[src/rtl/i2c_txn_arbiter.sv]
`default_nettype none
// ============================================================================
// Module   : i2c_txn_arbiter
// Brief    : Round-robin arbiter sharing one I2C master among N_REQ requesters,
//            with a watchdog that aborts and resets a hung master.
// Revision : 1.0 - initial release
// ============================================================================
module i2c_txn_arbiter #(
    parameter int N_REQ       = 4,
    parameter int TIMEOUT_CYC = 65535,
    parameter int RST_CYC     = 4,
    parameter int IW          = $clog2(N_REQ)
) (
    input  logic               clk,
    input  logic               rst,
    input  logic [N_REQ-1:0]   req_valid,
    output logic [N_REQ-1:0]   req_ready,
    input  logic [N_REQ-1:0]   req_rw,
    input  logic [7*N_REQ-1:0] req_slave_addr,
    input  logic [7*N_REQ-1:0] req_reg_addr,
    input  logic [8*N_REQ-1:0] req_wdata,
    output logic [N_REQ-1:0]   rsp_valid,
    output logic [7:0]         rsp_rdata,
    output logic               rsp_timeout,
    output logic [IW-1:0]      grant_idx,
    output logic               ctrl_busy,
    output logic               m_start,
    output logic               m_read_write,
    output logic [6:0]         m_slave_addr,
    output logic [6:0]         m_reg_addr,
    output logic [7:0]         m_data_in,
    input  logic [7:0]         m_data_out,
    input  logic               m_busy,
    input  logic               m_done,
    output logic               m_rst
);

    localparam int c_WDW = $clog2(TIMEOUT_CYC);
    localparam int c_RCW = $clog2(RST_CYC + 1);
    // r_wd reads 0 in the first WAIT cycle, so the abort response lands
    // exactly TIMEOUT_CYC cycles after the m_start cycle.
    localparam logic [c_WDW-1:0] c_WD_LAST  = c_WDW'(TIMEOUT_CYC - 2);
    localparam logic [c_RCW-1:0] c_RST_LAST = c_RCW'(RST_CYC - 1);

    typedef enum logic [1:0] {
        S_IDLE    = 2'd0,
        S_LAUNCH  = 2'd1,
        S_WAIT    = 2'd2,
        S_RECOVER = 2'd3
    } state_t;

    state_t            r_state;
    state_t            w_state_nxt;
    logic [IW-1:0]     r_ptr;
    logic [IW-1:0]     r_grant_idx;
    logic [c_WDW-1:0]  r_wd;
    logic [c_RCW-1:0]  r_rst_cnt;
    logic              r_m_rw;
    logic [6:0]        r_m_slave_addr;
    logic [6:0]        r_m_reg_addr;
    logic [7:0]        r_m_data_in;
    logic [N_REQ-1:0]  r_rsp_valid;
    logic [7:0]        r_rsp_rdata;
    logic              r_rsp_timeout;

    logic [IW:0]       w_cand;
    logic [IW:0]       w_ptr_inc;
    logic [IW-1:0]     w_sel_idx;
    logic              w_sel_found;
    logic              w_accept;
    logic              w_launch;
    logic              w_done_hit;
    logic              w_wd_expire;

    // First valid requester at or above the pointer, wrapping once.
    always_comb begin
        w_sel_found = 1'b0;
        w_sel_idx   = '0;
        w_cand      = '0;
        for (int k = 0; k < N_REQ; k++) begin
            w_cand = {1'b0, r_ptr} + (IW+1)'(k);
            if (w_cand >= (IW+1)'(N_REQ)) begin
                w_cand = w_cand - (IW+1)'(N_REQ);
            end
            if (!w_sel_found && req_valid[w_cand[IW-1:0]]) begin
                w_sel_found = 1'b1;
                w_sel_idx   = w_cand[IW-1:0];
            end
        end
    end

    always_comb begin
        w_ptr_inc = {1'b0, w_sel_idx} + 1'b1;
        if (w_ptr_inc >= (IW+1)'(N_REQ)) begin
            w_ptr_inc = '0;
        end
    end

    assign w_accept  = (r_state == S_IDLE) && w_sel_found;
    assign req_ready = (w_accept && !rst) ? (N_REQ'(1) << w_sel_idx) : '0;

    always_ff @(posedge clk or posedge rst) begin
        if (rst) begin
            r_state <= S_IDLE;
        end else begin
            r_state <= w_state_nxt;
        end
    end

    always_comb begin
        w_state_nxt = r_state;
        w_launch    = 1'b0;
        w_done_hit  = 1'b0;
        w_wd_expire = 1'b0;
        case (r_state)
            S_IDLE: begin
                if (w_accept) begin
                    w_state_nxt = S_LAUNCH;
                end
            end
            S_LAUNCH: begin
                if (!m_busy) begin
                    w_launch    = 1'b1;
                    w_state_nxt = S_WAIT;
                end
            end
            S_WAIT: begin
                if (m_done) begin
                    w_done_hit  = 1'b1;
                    w_state_nxt = S_IDLE;
                end else if (r_wd == c_WD_LAST) begin
                    w_wd_expire = 1'b1;
                    w_state_nxt = S_RECOVER;
                end
            end
            S_RECOVER: begin
                if (r_rst_cnt == c_RST_LAST) begin
                    w_state_nxt = S_IDLE;
                end
            end
            default: w_state_nxt = S_IDLE;
        endcase
    end

    always_ff @(posedge clk or posedge rst) begin
        if (rst) begin
            r_ptr          <= '0;
            r_grant_idx    <= '0;
            r_wd           <= '0;
            r_rst_cnt      <= '0;
            r_m_rw         <= 1'b0;
            r_m_slave_addr <= '0;
            r_m_reg_addr   <= '0;
            r_m_data_in    <= '0;
            r_rsp_valid    <= '0;
            r_rsp_rdata    <= '0;
            r_rsp_timeout  <= 1'b0;
        end else begin
            r_rsp_valid   <= '0;
            r_rsp_timeout <= 1'b0;
            if (w_accept) begin
                r_m_rw         <= req_rw[w_sel_idx];
                r_m_slave_addr <= req_slave_addr[7*w_sel_idx +: 7];
                r_m_reg_addr   <= req_reg_addr[7*w_sel_idx +: 7];
                r_m_data_in    <= req_wdata[8*w_sel_idx +: 8];
                r_grant_idx    <= w_sel_idx;
                r_ptr          <= w_ptr_inc[IW-1:0];
            end
            if (w_launch) begin
                r_wd <= '0;
            end else if (r_state == S_WAIT) begin
                r_wd <= r_wd + 1'b1;
            end
            if (w_done_hit) begin
                r_rsp_valid <= N_REQ'(1) << r_grant_idx;
                r_rsp_rdata <= r_m_rw ? m_data_out : 8'h00;
            end
            if (w_wd_expire) begin
                r_rsp_valid   <= N_REQ'(1) << r_grant_idx;
                r_rsp_timeout <= 1'b1;
                r_rsp_rdata   <= 8'h00;
                r_rst_cnt     <= '0;
            end else if (r_state == S_RECOVER) begin
                r_rst_cnt <= r_rst_cnt + 1'b1;
            end
        end
    end

    assign m_start      = w_launch;
    assign m_rst        = (r_state == S_RECOVER);
    assign ctrl_busy    = (r_state != S_IDLE);
    assign m_read_write = r_m_rw;
    assign m_slave_addr = r_m_slave_addr;
    assign m_reg_addr   = r_m_reg_addr;
    assign m_data_in    = r_m_data_in;
    assign grant_idx    = r_grant_idx;
    assign rsp_valid    = r_rsp_valid;
    assign rsp_rdata    = r_rsp_rdata;
    assign rsp_timeout  = r_rsp_timeout;

endmodule
`default_nettype wire
[config.mk]
export PLATFORM = sky130hd
export DESIGN_NAME = i2c_txn_arbiter
export DESIGN_NICKNAME = d
export VERILOG_FILES = /design/src/rtl/i2c_txn_arbiter.sv
export SDC_FILE = /design/constraint.sdc
export NUM_CORES = 1
export LEC_CHECK = 0
export ABC_AREA = 0
export CORE_UTILIZATION = 44
export CTS_CLUSTER_SIZE = 8
export DETAILED_ROUTE_END_ITERATION = 8
export GPL_ROUTABILITY_DRIVEN = 0
export GPL_TIMING_DRIVEN = 0
export PLACE_DENSITY = 0.91
export SLEW_MARGIN = 20
export SYNTH_ARGS = -nofsm -noshare
export SYNTH_HDL_FRONTEND = slang
export SYNTH_SLANG_ARGS = --single-unit
[constraint.sdc]
create_clock -name clk -period 6.4 [get_ports clk]
set_clock_uncertainty 0.05 [all_clocks]
set_input_delay 0.96 -clock clk [delete_from_list [all_inputs] [get_ports clk]]
set_output_delay 0.96 -clock clk [all_outputs]
set_load 0.01 [all_outputs]
# [Yosys cells after proc, flatten, opt, wreduce, memory -nomap -nowiden]
# Index checks and enable logic that the tools add are counted.
[totals] romBits=0 mem_bits_rw=0 word_cells=109 latch_bits=0 in_bits=108 reg_bits=61 memories=0
[classes] addsub=10 bitwise_logic=0 eq_ne=9 mux=47 reduce_logical=15 div_mod_pow=0 multipliers=1 shifts=5 n_lt_le_gt_ge=10
[ops] operator="$shiftx A28 B6 Y7" n=2
[ops] operator="$mux W16" n=2
[ops] operator="$shiftx A32 B6 Y8" n=1
[ops] operator="$mux W2" n=14
[ops] operator="$mux W8" n=3
[ops] operator="$mux W1" n=17
[ops] operator="$add A16 B1 Y16 const B" n=1
[ops] operator="$eq A16 B16 Y1 const B" n=1
[ops] operator="$lt A2 B3 Y1 const B" n=5
[ops] operator="$ge A3 B3 Y1 const B" n=4
[ops] operator="$mux W4" n=3
[ops] operator="$bmux W1 S2" n=5
[ops] operator="$pmux W2 S4" n=1
[ops] operator="$reduce_bool A2 Y1" n=4
[ops] operator="$shl A1 B2 Y4 const A" n=2
[ops] operator="$sub A2 B1 Y2 const B" n=4
[ops] operator="$add A2 B1 Y3 const B" n=2
[ops] operator="$add A2 B2 Y3 const B" n=2
[ops] operator="$mux W3" n=2
[ops] operator="$logic_and A1 B1 Y1" n=5
[ops] operator="$mul A3 B2 Y5 const A" n=1
[ops] operator="$eq A2 B2 Y1 const B" n=2
[ops] operator="$logic_not A1 Y1" n=4
[ops] operator="$ne A2 B2 Y1 const B" n=2
[ops] operator="8 further kinds" n=8

# [Longest topological paths before layout]
# Gate-level depths: netlist of the first run.
[depth] ltp_word=17 mapped_depth=7

# [Worst setup path before layout of the first run]
# OpenSTA, ideal clock, no wires.
[synth_path] path_type="input-to-output" startpoint="input rst" endpoint="output req_ready[0]" path_stages=2 path_slack_ns=2.746 n_path_buf=0 arrival_time_ns=2.644 path_cell_list="inv_1 > and3_1"
[synth_between] elab_chain_cells=3
[synth_rtl] element="from (decl)" line_no="15" rtl="input logic rst,"
[synth_rtl] element="$logic_not A1 Y1 (no line)"
[synth_rtl] element="$logic_and A1 B1 Y1" line_no="100" rtl="assign req_ready = (w_accept && !rst) ? (N_REQ'(1) << w_sel_idx) : '0;"
[synth_rtl] element="$mux W4" line_no="100"
[synth_rtl] element="to (decl)" line_no="17" rtl="output logic [N_REQ-1:0] req_ready,"
# No other way between the ends.

# [Worst setup path after layout of the first run]
[layout_path] startpoint="input req_valid[3]" endpoint="output req_ready[3]"
[layout_between] elab_chain_cells=15 word_cells_on_any_way=26 cone_classes="shift: 1; mux: 17; reduce/logical: 8"
[layout_rtl] element="from (decl)" line_no="16" rtl="input logic [N_REQ-1:0] req_valid,"
[layout_rtl] element="$bmux W1 S2" line_no="85" rtl="if (!w_sel_found && req_valid[w_cand[IW-1:0]]) begin"
[layout_rtl] element="$mux W1 (implied by the code)" line_no="85"
[layout_rtl] element="$mux W1" line_no="85"
[layout_rtl] element="$logic_not A1 Y1" line_no="85"
[layout_rtl] element="$logic_and A1 B1 Y1" line_no="85"
[layout_rtl] element="$mux W1" line_no="85"
[layout_rtl] element="$logic_not A1 Y1" line_no="85"
[layout_rtl] element="$logic_and A1 B1 Y1" line_no="85"
[layout_rtl] element="$mux W1" line_no="85"
[layout_rtl] element="$logic_not A1 Y1" line_no="85"
[layout_rtl] element="$logic_and A1 B1 Y1" line_no="85"
[layout_rtl] element="$mux W1" line_no="85"
[layout_rtl] element="$logic_and A1 B1 Y1" line_no="99" rtl="assign w_accept = (r_state == S_IDLE) && w_sel_found;"
[layout_rtl] element="$logic_and A1 B1 Y1" line_no="100"
[layout_rtl] element="$mux W4 (*)" line_no="100"
# Every way passes the cells marked *; elsewhere a longest branch is shown, timed or not. The select of a mux whose other input is x is not followed.

==> out/metrics.yaml, run 1 <==
cp.required_ps: 5390
first_pass_iters: 4
viasPerCell: 5.57
synth_ff_type: "dfrtp_1"
initial_core_util: 0.462
cts-resized-gates: 0
finalWorstSetupSlack_ps: 1820
vdd_drop_max_mv: 0.237
critPathTopFamily: "buffers and inverters"
period_share: 0.715
synth-edff-count: 0
totalWireLength_um: 9670
yosysWarnings: 0
antenna_cells: 0
status: "completed"
fin_setup_tns_ps: 0
critPathLaunchType: "primary input"
fmax_ghz: 0.218
slowest_delay_ps: 590
dr.first_iter.drc_count: 210
synth.cell_area_um2: 3170
hold_path.class: "register to register"
nNetsFinal: 598
hold-worst-slack_ps: 434
clk_path_buf_depth: 2
antenna_found_initial: 0
dp_cells: 570
finalSetupViolCount: 0
fin_cells: 586
area_delta_synth_final_pct: 59.8
post_cts_buffers: 0
critPathArrivalTime_ps: 3570
synth_seq_cells: 61
die_area_um2: 7560
syn_avg_cell_area_um2: 9.89
cts_hold_buf: 0
grt_start_max_net_pins: 49
power_mw: 1.95
setup.worst_path.end_class: "primary output"
synth_nets: 434
setup.worst_path.class: "primary input to primary output"
final_util: 0.738
grt_pass1_vias: 3332
cts_buffers: 9
place_ws_ps: 1840
grt_first_pass_wirelength_um: 15700
core_um2: 6870
synth.distinct_cells: 41
hold_viol_final: 0
std_cell_rows: 30
die_x_um: 86.9
routed-via-count: 3262
slowest_stage: "nor4_1"
maxSlewViolCount: 0
grtUsageTotal: 0.272
drc: 0
syn-instance-count: 321
synth-async-reset-ratio: 1.00
clkSinkCount: 61
tightest_slew_ps: 603
cts-root-buf: "clkbuf_8"
die_y_um: 86.9
max_cap_viol_count: 0
worstPathMaxFanout: 10
slew_headroom: 0.595
port_buffers: 152
rsz0062_at_grt: "false"
fill_cells: 496
critPathBufInv: 3
wl_per_cell_um: 16.5
cts_max_level: 3
crit_top_cell: "clkdlybuf4s50_1"
ant_nets: 0
ios: 153
drive_gt1_frac: 0.0776
place_area_um2: 4850
dp_hpwl_um: 7380
leakage_nw: 2.17
synth-seq-area-share: 0.481
period_minus_slack_ps: 4580
fin_area_um2: 5070
clkTransAtPathRegs_ps: 60
clock_latency_ps: 340
cts_tree: "built"
p_per_area_nw_per_um2: 384
grt_remaining_overflow: 0
crit_chain: "clkdlybuf4s50_1 -> nor4_1 -> nor2_2 -> nand2_1 -> clkbuf_1 -> nor3_1 -> clkdlybuf4s50_1"
-- routing by layer --
| layer | up-vias | GRT usage | part of all wire |
|---|---|---|---|
| li1 | 1530 | - | - |
| met1 | 1568 | 0.302 | 0.38 |
| met2 | 154 | 0.498 | 0.54 |
| met3 | 10 | 0.0957 | 0.078 |
| met4 | 0 | 0.0621 | 0.0080 |
| met5 | - | 0 | 0 |
-- registers in the layout, summed over array words and instances, names as in the netlist --
register      count
rsp_rdata         8
grant_idx         2
m_data_in         8
m_slave_addr      7
r_state           2
r_wd             16
m_read_write      1
rsp_valid         4
m_reg_addr        7
rsp_timeout       1
r_rst_cnt         3
r_ptr             2
-- layout make-up --
class / count / area (µm²) / share of cell area
repair buffers: 153 / 1550 / 0.305
flip-flops and latches: 61 / 1530 / 0.301
multi-input cells: 233 / 1520 / 0.300
clock buffers: 12 / 155 / 0.0306
well taps: 96 / 120 / 0.0237
plain buffers: 20 / 98.8 / 0.0195
clock inverters: 4 / 70.1 / 0.0138
inverters: 7 / 28.8 / 0.00567
-- cells in the final DEF, fill, tap and decap left out, drive strengths merged, types with 7 or more instances in the layout --
cell / n
nand3: 20
mux2i: 23
a221oi: 23
clkdlybuf4s50: 152
o22ai: 24
buf: 11
dfrtp: 61
a22o: 8
nand2: 17
inv: 7
nor2: 38
o21ai: 19
clkbuf: 22
-- report_power, final --
part	leakage [nW]	switching, mW	internal [mW]	total (mW)
combinational	1.29	0.451	0.484	0.935
sequential	0.760	0.0999	0.526	0.626
clock	0.116	0.149	0.239	0.388
total	2.17	0.700	1.25	1.95
-- final timing paths --
kind	from	end	slack, ps	depth (start not counted)
worst max-delay path	req_valid[3]	req_ready[3]	1820	7
max in group asynchronous	rst	r_wd[12]	4890	3
min in group asynchronous	rst	m_reg_addr[2]	910	2
worst max register to register	r_state[0]	m_read_write	4270	6
worst min register to register	r_wd[12]	r_wd[12]	430	1
worst min-delay path	r_wd[12]	r_wd[12]	430	1
-- cells by family after synthesis --
logic type,count (synthesis),synth area share
adders and majority gates,5,0.0197
xor gates and xnor gates,2,0.00552
buffers and inverters,27,0.0394
and+or+nand+nor,110,0.177
muxes,23,0.0725
AOI/OAI and AO/OA,93,0.205
DFF,61,0.481
-- synth_stat cells (all sizes together) (2+ instances only) --
library cell	number	area share
nand2b	5	0.0099
nor2b	6	0.012
nand3	20	0.032
clkbuf	10	0.012
o21ai	19	0.030
nor2	38	0.046
nor3	6	0.013
o211ai	2	0.0047
buf	10	0.019
nor3b	3	0.0087
a22o	8	0.022
o22ai	24	0.047
inv	7	0.0083
and3	5	0.0099
or2	6	0.013
a221oi	23	0.063
nand2	17	0.020
a31oi	2	0.0039
o31ai	3	0.0071
ha	5	0.020
a21oi	6	0.0095
dfrtp	61	0.48
xor2	2	0.0055
or3	2	0.0043
mux2i	23	0.073
Power figures use the tool's default switching activity.
==> inputs of run 2 (changes only) <==
- CORE_UTILIZATION: 44 -> 37
- PLACE_DENSITY: 0.91 -> 0.82
- clock period: 6.4 -> 3.67 ns (I/O delays scaled with it)
==> run 2 against run 1 <==
Compared with the run above: final cell count increased by 1.0%; register-to-register slack lost 2800 ps; non-clock buffer count decreased by 2; critical path type unchanged; critical endpoint is now req_ready[0].
==> out/metrics.yaml, run 2 (synthesis gave the netlist of run 1 again) <==
status: "completed"  # unchanged
cts_buffers: 9  # unchanged
period_minus_slack_ps: 3490
use_met3: 0.0958  # was 0.0957
setup.worst_path.class: "primary input to primary output"  # unchanged
period_share: 0.950
finalSetupViolCount: 0  # unchanged
drc: 0  # unchanged
largest_reg_flops: 16  # unchanged
hold_viol_final: 0  # unchanged
vdd_drop_max_mv: 0.302  # was 0.237 mV
dr.first_iter.drc_count: 119  # was 210
die_x_um: 94.6  # was 86.9 µm
core_um2: 8260  # was 6870 µm²
critPathLaunchType: "primary input"  # unchanged
routed-via-count: 3254  # was 3262
wl_per_cell_um: 17.0  # was 16.5 µm
die_area_um2: 8950  # was 7560 µm²
critPathArrivalTime_ps: 2890  # was 3570 ps
p_sw_mw: 1.23  # was 0.700 mW
busiest_layer: "met2"  # unchanged
setup.worst_path.end_class: "primary output"  # unchanged
cts_tree: "built"  # unchanged
combPwrFrac: 0.500  # was 0.480
seqPwrFrac: 0.334  # was 0.321
hold_path.class: "register to register"  # unchanged
clkSinkCount: 61  # unchanged
grt_start_max_net_pins: 49  # unchanged
multi_input_area_um2: 1530  # was 1520 µm²
slowest_stage: "clkdlybuf4s50_1"  # was nor4_1
antenna_found_initial: 0  # unchanged
std_cell_rows: 33  # was 30
drive_gt1_frac: 0.0760  # was 0.0776
leakage_nw: 2.14  # was 2.17 nW
grt_util_met2: 0.415  # was 0.498
final_common_cell: "clkdlybuf4s50_1"  # unchanged
crit_top_cell: "clkdlybuf4s50_1"  # unchanged
initial_core_util: 0.384  # was 0.462
area_delta_synth_final_pct: 58.6  # was 59.8%
clkTransAtPathRegs_ps: 60  # about the same
nNetsFinal: 596  # was 598
grt_first_pass_wirelength_um: 16300  # was 15700 µm
regArea_um2: 1530  # unchanged
internal_power_mw: 2.06  # was 1.25 mW
grt_remaining_overflow: 0  # unchanged
clkPwrFrac: 0.166  # was 0.199
dp_hpwl_um: 7840  # was 7380 µm
cts_hold_buf: 0  # unchanged
place_ws_ps: -119  # was 1840 ps
clk_path_buf_depth: 2  # unchanged
crit_chain: "clkdlybuf4s50_1 -> nand2_1 -> o22a_1 -> o2bb2ai_2 -> clkbuf_1 -> and3_1 -> clkdlybuf4s50_1"  # was clkdlybuf4s50_1 -> nor4_1 -> nor2_2 -> nand2_1 -> clkbuf_1 -> nor3_1 -> clkdlybuf4s50_1
slowest_delay_ps: 560  # was 590 ps
worstPathMaxFanout: 10  # unchanged
grtUsageTotal: 0.237  # was 0.272
tightest_slew_ps: 557  # was 603 ps
die_y_um: 94.6  # was 86.9 µm
post_cts_buffers: 0  # unchanged
ant_nets: 0  # unchanged
max_cap_viol_count: 0  # unchanged
fmax_ghz: 0.287
antenna_cells: 0  # unchanged
port_buffers: 152  # unchanged
finalWorstSetupSlack_ps: 184  # was 1820 ps
power_mw: 3.28  # was 1.95 mW
top_register: "r_wd"  # unchanged
ios: 153  # unchanged
cts-root-buf: "clkbuf_8"  # unchanged
rsz0062_at_grt: "false"  # unchanged
first_pass_iters: 4  # unchanged
slew_headroom: 0.625  # was 0.595
cp.required_ps: 3070  # was 5390 ps
viasPerCell: 5.50  # was 5.57
totalWireLength_um: 10100  # was 9670 µm
clock_latency_ps: 340  # about the same
grt_use_met1: 0.256  # was 0.302
cts_max_level: 3  # unchanged
p_per_area_nw_per_um2: 652  # was 384 nW/µm²
maxSlewViolCount: 0  # unchanged
grt_pass1_vias: 3426  # was 3332
netSwitchingFraction: 0.373  # was 0.359
fill_cells: 726  # was 496
layout.cells.most_common_list: "152 x clkdlybuf4s50_1, 61 x dfrtp_1, 37 x nor2_1"  # unchanged
==> run 2: cell types whose count changed in the layout (fill, tap and decap cells not counted), sizes merged <==
cell    previous run  this run
clkbuf            22        23
bufinv             2         0
clkinv             2         1
buf               11        10
==> run 2: what timing repair did <==
item                                    4_1_cts  5_1_grt
hold endpoints to repair                      0        0
endpoints found under the setup margin        1        2
resized for setup                             1        1
==> run 2: stage by stage <==
step,cell area (µm²),hold WS (ps),setup TNS (ps),cells,util
after floorplan,3170,393,0,321,-
after global placement,4830,410,-2080,578,0.585
after detailed placement,4860,424,-119,579,0.588
after CTS,5030,435,0,593,0.610
after global routing,5030,464,0,592,0.610
final,5030,445,0,592,0.610
==> run 2: worst paths after layout <==
check | slack [ps] | cells past startpoint | from | end
worst max register to register | 1460 | 5 | r_state[1] | m_slave_addr[5]
worst min register to register | 440 | 1 | r_wd[15] | r_wd[15]
worst min-delay path | 440 | 1 | r_wd[15] | r_wd[15]
max in group asynchronous | 2590 | 3 | rst | r_wd[3]
worst max-delay path | 180 | 7 | req_valid[0] | req_ready[0]
min in group asynchronous | 470 | 2 | rst | m_reg_addr[4]
==> run 2: critical path, delay by kind of cell <==
family	cells	cell delay, ps
buf+inv	3	1500
compound gates	2	510
simple gates	2	330
==> run 2: final cells by class <==
cell class	count	area share
Clock buffer	14	0.0343
Timing Repair Buffer	153	0.308
Buffer	18	0.0179
Clock inverter	1	0.000994
Sequential cell	61	0.303
Tap cell	105	0.0261
Inverter	7	0.00572
Multi-Input combinational cell	233	0.304
==> run 2: metal layers <==
metal  up-vias  part of all wire
met5         -                 0
met4         0             0.028
met3        27             0.086
met2       141              0.51
met1      1561              0.38
li1       1525                 -
==> run 2: power by group through the flow <==
stage,clock network [mW],registers [mW],logic [mW]
after floorplan,0,1.16,0.789
after global placement,0,1.09,1.59
after detailed placement,0,1.11,1.65
after CTS,0.559,1.10,1.66
after global routing,0.589,1.12,1.79
final,0.543,1.10,1.64
